==> config.mk <==
export PLATFORM = sky130hd
export DESIGN_NAME = bt_word_decoder
export DESIGN_NICKNAME = d
export VERILOG_FILES = /design/src/rtl/bt_word_decoder.sv
export SDC_FILE = /design/constraint.sdc
export NUM_CORES = 1
export LEC_CHECK = 0
export CAP_MARGIN = 20
export CORE_MARGIN = 3
export CORE_UTILIZATION = 40
export CTS_BUF_LIST = sky130_fd_sc_hd__clkbuf_8
export DETAILED_ROUTE_END_ITERATION = 10
export MAX_ROUTING_LAYER = met4
export PLACE_DENSITY_LB_ADDON = 0.25
export SYNTH_ARGS = -nofsm -noshare
export SYNTH_HDL_FRONTEND = slang
export SYNTH_SLANG_ARGS = --single-unit
==> constraint.sdc <==
create_clock -name clk -period 6.2 [get_ports clk]
set_clock_uncertainty 0.15 [all_clocks]
set_input_delay 0.62 -clock clk [delete_from_list [all_inputs] [get_ports clk]]
set_output_delay 0.62 -clock clk [all_outputs]
set_load 0.01 [all_outputs]
==> src/rtl/bt_word_decoder.sv <==
// Serial balanced-ternary word decoder: one trit per cycle, Horner accumulation, valid/ready on both sides.
// Optional: define BT_DEC_ERRCNT_EN to add a saturating err_count of words completed with an illegal trit.
module bt_word_decoder #(
  parameter int NTRITS = 4,
  parameter int OUT_W  = 8
) (
  input  logic                clk,
  input  logic                reset,
  input  logic                in_valid,
  output logic                in_ready,
  input  logic [2*NTRITS-1:0] in_word,
  output logic                out_valid,
  input  logic                out_ready,
  output logic [OUT_W-1:0]    out_value,
  output logic                out_illegal,
  output logic                busy
`ifdef BT_DEC_ERRCNT_EN
  , output logic [7:0]        err_count
`endif
);

  localparam int CNT_W = (NTRITS > 1) ? $clog2(NTRITS) : 1;

  typedef enum logic [1:0] {S_IDLE, S_SHIFT, S_DONE} state_t;

  state_t                    r_state;
  state_t                    w_next_state;
  logic [2*NTRITS-1:0]       r_word;
  logic [CNT_W-1:0]          r_cnt;
  logic signed [OUT_W-1:0]   r_acc;
  logic                      r_illegal;
  logic [OUT_W-1:0]          r_out_value;
  logic                      r_out_illegal;

  logic [1:0]                w_pair;
  logic                      w_pair_illegal;
  logic signed [OUT_W-1:0]   w_trit;
  logic signed [OUT_W-1:0]   w_acc_next;
  logic                      w_last;
  logic                      w_illegal_next;

  always_comb begin
    w_pair = '0;
    for (int unsigned k = 0; k < NTRITS; k++) begin
      if (r_cnt == CNT_W'(k)) w_pair = r_word[2*k +: 2];
    end
  end

  always_comb begin
    w_trit = '0;
    case (w_pair)
      2'b01:   w_trit = '1;
      2'b10:   w_trit = OUT_W'(1);
      default: w_trit = '0;
    endcase
    w_pair_illegal = (w_pair == 2'b00);
    // 3*acc done at OUT_W bits: identical to the OUT_W+2-bit product truncated
    w_acc_next     = r_acc + (r_acc <<< 1) + w_trit;
    w_last         = (r_cnt == CNT_W'(NTRITS - 1));
    w_illegal_next = r_illegal | w_pair_illegal;
  end

  always_comb begin
    w_next_state = r_state;
    case (r_state)
      S_IDLE:  if (in_valid)  w_next_state = S_SHIFT;
      S_SHIFT: if (w_last)    w_next_state = S_DONE;
      S_DONE:  if (out_ready) w_next_state = S_IDLE;
      default:                w_next_state = S_IDLE;
    endcase
  end

  always_ff @(posedge clk) begin
    if (reset) r_state <= S_IDLE;
    else       r_state <= w_next_state;
  end

  always_ff @(posedge clk) begin
    if (reset) begin
      r_word        <= '0;
      r_cnt         <= '0;
      r_acc         <= '0;
      r_illegal     <= 1'b0;
      r_out_value   <= '0;
      r_out_illegal <= 1'b0;
    end else begin
      case (r_state)
        S_IDLE: begin
          if (in_valid) begin
            r_word    <= in_word;
            r_acc     <= '0;
            r_cnt     <= '0;
            r_illegal <= 1'b0;
          end
        end
        S_SHIFT: begin
          r_acc     <= w_acc_next;
          r_illegal <= w_illegal_next;
          r_cnt     <= r_cnt + CNT_W'(1);
          if (w_last) begin
            r_out_value   <= w_acc_next;
            r_out_illegal <= w_illegal_next;
          end
        end
        default: ;
      endcase
    end
  end

`ifdef BT_DEC_ERRCNT_EN
  logic [7:0] r_err_count;

  always_ff @(posedge clk) begin
    if (reset) begin
      r_err_count <= '0;
    end else if (r_state == S_SHIFT && w_last && w_illegal_next && r_err_count != 8'hFF) begin
      r_err_count <= r_err_count + 8'd1;
    end
  end

  assign err_count = r_err_count;
`endif

  assign in_ready    = (r_state == S_IDLE);
  assign out_valid   = (r_state == S_DONE);
  assign busy        = (r_state != S_IDLE);
  assign out_value   = r_out_value;
  assign out_illegal = r_out_illegal;

endmodule

**Yosys cells after proc, flatten, opt, wreduce, memory -nomap -nowiden**

Index checks and enable logic that the tools add are counted.
Widths: inputs -> output; s select.

- Multiplexer cells: 15
- Reductions and logical operators: 9
- Add/sub/neg operators: 3
- Bitwise logic cells: 1
- Equality and inequality tests: 10

Operator list:

| kind | number |
|---|---|
| $pmux 8 s2 | 2 |
| $add 8x8->8 | 2 |
| $mux 2 | 8 |
| $eq 2x2->1 const B | 4 |
| $mux 8 | 1 |
| $eq 2x1->1 const B | 3 |
| $logic_not 2->1 | 3 |
| $pmux 2 s3 | 1 |
| $reduce_and 2->1 | 3 |
| $ne 2x2->1 const B | 2 |
| $pmux 2 s2 | 1 |
| $reduce_bool 2->1 | 2 |
| $reduce_and 3->1 | 1 |
| $add 2x1->2 const B | 1 |
| $ne 2x1->1 const B | 1 |
| $pmux 1 s2 | 1 |
| $mux 1 | 1 |
| $or 1x1->1 | 1 |

- Input port bits: 12
- Register bits: 30

**Logic depth before layout (Yosys ltp)**

- Depth after elaboration: 9
- Depth in mapped cells: 17

**Worst setup path after synthesis**

OpenSTA, ideal clock, no wires.

- Path kind: register to register
- Start point: register r_cnt[0]
- End point: register r_acc[7]
- Library setup time: 127 ps
- Buffers on the path: 0
- Stages on the path, launching flop included: 18
- Data required time: 5923 ps
- Slack: 2753 ps
- Data arrival time: 3170 ps
- Cells stage by stage: dfxtp_1 inv_1 ha_1 nand3b_1 a21oi_1 a21oi_1 nor2_1 a21o_1 ha_1 fa_1 ha_1 inv_1 fa_1 nor2b_1 o31a_1 o22ai_2 xnor2_1 o21ai_0

- Longest elaborated chain between the ends: 9
- Elaborated cells between the ends (all ways): 13
- Those cells by class: add/sub (1); eq/ne (5); mux (6); reduce/logical (1)

Ends and longest elaborated chain:

| what | line | source |
|---|---|---|
| start: declaration | 29 | `logic [CNT_W-1:0] r_cnt;` |
| start signal: assignment | 99 | `r_cnt <= r_cnt + CNT_W'(1);` |
| $logic_not 2->1 | 45 | `if (r_cnt == CNT_W'(k)) w_pair = r_word[2*k +: 2];` |
| $mux 2 (3 in series) | 45 |  |
| $mux 2 * | 45 |  |
| $eq 2x2->1 / $eq 2x1->1 (equally long branches) | 51 | `case (w_pair)` |
| $pmux 8 s2 * | 51 |  |
| $add 8x8->8 * | 58 | `w_acc_next = r_acc + (r_acc <<< 1) + w_trit;` |
| $pmux 8 s2 * | 87 | `case (r_state)` |
| end signal: assignment | 97 | `r_acc <= w_acc_next;` |
| end: declaration | 30 | `logic signed [OUT_W-1:0] r_acc;` |

Every way passes the cells marked *; elsewhere a longest branch is shown, timed or not.
A chain may end at the register's enable or synchronous reset.

**Final worst setup path**

- Start point: register r_cnt[1]
- End point: register r_acc[7]

The elaborated chain is that of the path after synthesis.

==> flow_summary_export.csv <==
group,metric,value,unit
placed_design,pre_cts_ws,2.476,ns
placed_design,gp_congestion,0.8716,
sta,setup_viol,0,
setup_path,start_kind,"flop",
pwr,powerDensity,225.6,nW/um^2
clock_tree,clkLatencyLatePin,0.29,ns
synthesis,synthSimpleGateAreaFrac,20.09,%
pwr,swShare,27.77,%
pwr,pwr-share-seq,46.3,%
detailed_routing,first_iter_violations,63,
setup_path,path_cells,"inv_1, ha_1, nand3b_1, a21oi_1, a21oi_1, nor2_1, a21oi_1, ha_1, fa_1, ha_1, inv_1, fa_1, nor2b_1, o31a_1, o22ai_2, xnor2_1, o21ai_0",
synthesis,ys_seq_area_share,37.09,%
clock_tree,cts_made_buffers,5,
status,status,"finished, final reports clean",
hold_path,hold_path_class,"reg2reg",
clock_tree,cts_post_setup_buffers_inserted,0,
synthesis,ys_ff_latch,30,
pwr,ir_worst_vdd,139.6,uV
placed_design,dp_hpwl,2422,microns
placed_design,io_buffers,23,
setup_path,max_stage_delay,0.54,ns
finish,layout_commonest_cell,"nand2_1",
setup_path,reg2reg_to,"r_acc[7]",
clock_tree,cts.root.buffer_cell,"clkbuf_8",
finish,drive_above_1_share,5.556,%
setup_path,crit_slowest_cell,"fa_1",
finish,antenna_cells,0,
clock_tree,h-tree-depth,2,
detailed_routing,wirelength,3438,microns
sta,min_period,3.725,ns
pwr,internal_power,0.0003236,W
pwr,leakage,0.7841,nW
detailed_routing,drc,0,
flow_run,drv_cap,0,
setup_path,ff2ff_setup_slack,2.48,ns
floorplanning,io_pins,24,
synthesis,yosysTopAreaCellShare,37.09,%
floorplanning,initial_utilization,42.93,%
sta,finalSetupTns,0,ns
setup_path,critical_path_class,"reg2reg",
synthesis,synth.area.mux_share,0,%
detailed_routing,vias,1325,
grt,grt_overflow,0,
detailed_routing,wl_per_cell,13.02,microns
setup_path,cp_data_required_time,6.22,ns
floorplanning,dieArea,4847,sq um
grt,track_usage,15.57,%
synthesis,synth_xor_area_share,3.787,%
synthesis,netlist_area,1619,sq um
synthesis,synthTopCellsByArea,"dfxtp_1 (37%), ha_1 (10%), a21oi_1 (9.3%)",
synthesis,synth_top_family_by_area,"simple AND/OR/NAND/NOR gates",
floorplanning,fp.dieH,69.62,microns
clock_tree,clock_sinks,30,
setup_path,worstSetupEndpointType,"flop",
pwr,p_sw,0.0001244,W
finish,finalNonFillerCells,264,
sta,rsz0062_at_grt,"false",
sta,final-hold-violation-count,0,
grt,grt_max_degree,31,
finish,area_delta_synth_final,22.64,%
clock_tree,clockBufferDepth,2,
sta,post-route-period-util,60.08,%
synthesis,syn_area_per_cell,8.477,sq um
clock_tree,cts.reportedPaths.clkPinSlew,0.07,ns
finish,final_cell_mix,"nand2_1 (40), a21oi_1 (30), dfxtp_1 (30)",
synthesis,synthAdderAreaFrac,18.70,%
sta,max_slew_margin,39.90,%
synthesis,syn_inst,191,
detailed_routing,routed_via_density,5.019,
detailed_routing,drtPass1Iterations,4,
floorplanning,core,3771,sq um
synthesis,synth_compound_area_share,16.85,%
sta,max_freq,268.5,MHz
synthesis,ys_types,29,
synthesis,synth_top_area_cell,"dfxtp_1",
hold_path,hold_depth,2,
detailed_routing,ant_nets,0,
pwr,clkPwrFrac,36.0,%
synthesis,syn-num-nets,223,
floorplanning,die_w,69.62,microns
floorplanning,fp-row-count,22,
clock_tree,cts_tree,"built",
grt,grt_pass1_wl,5892,microns
synthesis,yosys_warnings,0,
setup_path,regToRegStartpoint,"r_cnt[1]",
grt,grt_pass1_vias,1310,
sta,worstMarginPinSlew,0.8996,ns
pwr,pwr-share-comb,17.7,%
hold_path,whs_endpoint,"out_value[4]",
clock_tree,postCtsHoldBufs,0,
grt,antenna_found_initial,0,
hold_path,min-delay-start,"out_value[4]",
sta,worst_slack,2.475,ns
placed_design,placed_cells,255,
clock_tree,ctsResizeCount,0,
setup_path,cp_max_fo,7,
sta,maxSlewViolCount,0,
setup_path,ff2ff_path_depth,17,
setup_path,cp.arrival,3.74,ns
finish,fin_nets,247,
## synth_stat cells
library cell and instances:
o31ai_1 1, a211oi_2 1, a21o_1 2, nor2_4 1
fa_1 7, and2_1 1, a31oi_1 1, nor3_1 3
nor2_1 11, nand3_1 7, o22ai_2 1, nand3b_1 3
a211oi_1 2, nand2b_1 3, nand2_1 40, a22oi_1 1
o31a_1 1, a21oi_1 30, xnor2_1 6, xor2_1 1
inv_1 7, buf_2 3, o21ai_0 6, nor2b_1 3
clkbuf_1 4, o21a_1 1, or2_2 1, ha_1 13
dfxtp_1 30
## layer usage
layer | wire (microns) | up-vias | global-route usage (%)
met5 | 0 | - | -
met4 | 56 | 0 | 7.021
met3 | 131 | 6 | 4.203
met2 | 1516 | 21 | 23.41
met1 | 1734 | 610 | 19.57
li1 | - | 688 | -
## power groups by stage
stage	registers, W	logic (W)	clock network (W)
6_report	0.000207	0.0000794	0.000161
5_1_grt	0.000209	0.0000902	0.000172
4_1_cts	0.000208	0.0000790	0.000164
3_5_place_dp	0.000212	0.0000785	0
3_3_place_gp	0.000212	0.0000785	0
2_1_floorplan	0.000210	0.0000563	0
## final cells by class
| class | instances | area [sq um] |
|---|---|---|
| Tap cell | 48 | 60.06 |
| Multi-Input combinational cell | 147 | 962.2 |
| Sequential cell | 30 | 600.6 |
| Timing Repair Buffer | 24 | 245.2 |
| Inverter | 7 | 26.28 |
| Fill cell | 357 | 1785 |
| Clock inverter | 2 | 8.758 |
| Clock buffer | 6 | 82.58 |
## registers in the layout, summed over array words and instances, names as in the netlist
signal / cells
r_cnt: 2
out_value: 8
r_acc: 8
r_state: 2
r_illegal: 1
r_word: 8
out_illegal: 1
## cell families (layout without fill, tap and decap cells)
| group | count (synthesis) | in the layout |
|---|---|---|
| AO/OA/AOI/OAI | 47 | 47 |
| XOR/XNOR | 7 | 7 |
| adder cells (fa/ha/maj) | 20 | 20 |
| buffers and inverters | 14 | 39 |
| flip-flops | 30 | 30 |
| AND/OR/NAND/NOR | 73 | 73 |
## critical path, delay by kind of cell (launching register included)
kind	cells	cell delay, ns
and+or+nand+nor	3	0.41
buffers and inverters	2	0.14
adders and majority gates	5	1.69
DFF	1	0.38
AOI/OAI and AO/OA	6	0.61
xor gates and xnor gates	1	0.22
## through the flow
stage | utilization, % | hold WS, ns | power (W) | area (sq um)
2_1_floorplan | - | 0.2864 | 0.0002667 | 1619
3_5_place_dp | 49.83 | 0.2991 | 0.0002903 | 1879
5_1_grt | 52.65 | 0.3224 | 0.0004708 | 1986
4_1_cts | 52.26 | 0.3077 | 0.0004505 | 1971
6_report | 52.65 | 0.3067 | 0.0004481 | 1986
3_3_place_gp | 49.83 | 0.2966 | 0.0002903 | 1879
## how the worst max path moves through the flow
stage / start / endpoint / slack, ns / cells past startpoint
floorplan: r_cnt[0] / r_acc[7] / 2.75 / 17
global placement: r_cnt[0] / out_value[7] / 2.49 / 17
detailed placement: r_cnt[1] / out_value[7] / 2.48 / 17
CTS: r_cnt[1] / out_value[7] / 2.45 / 17
global route: r_cnt[1] / r_acc[5] / 2.13 / 17
finish: r_cnt[1] / r_acc[7] / 2.48 / 17
No activity file was read; power rests on OpenSTA's default activity.
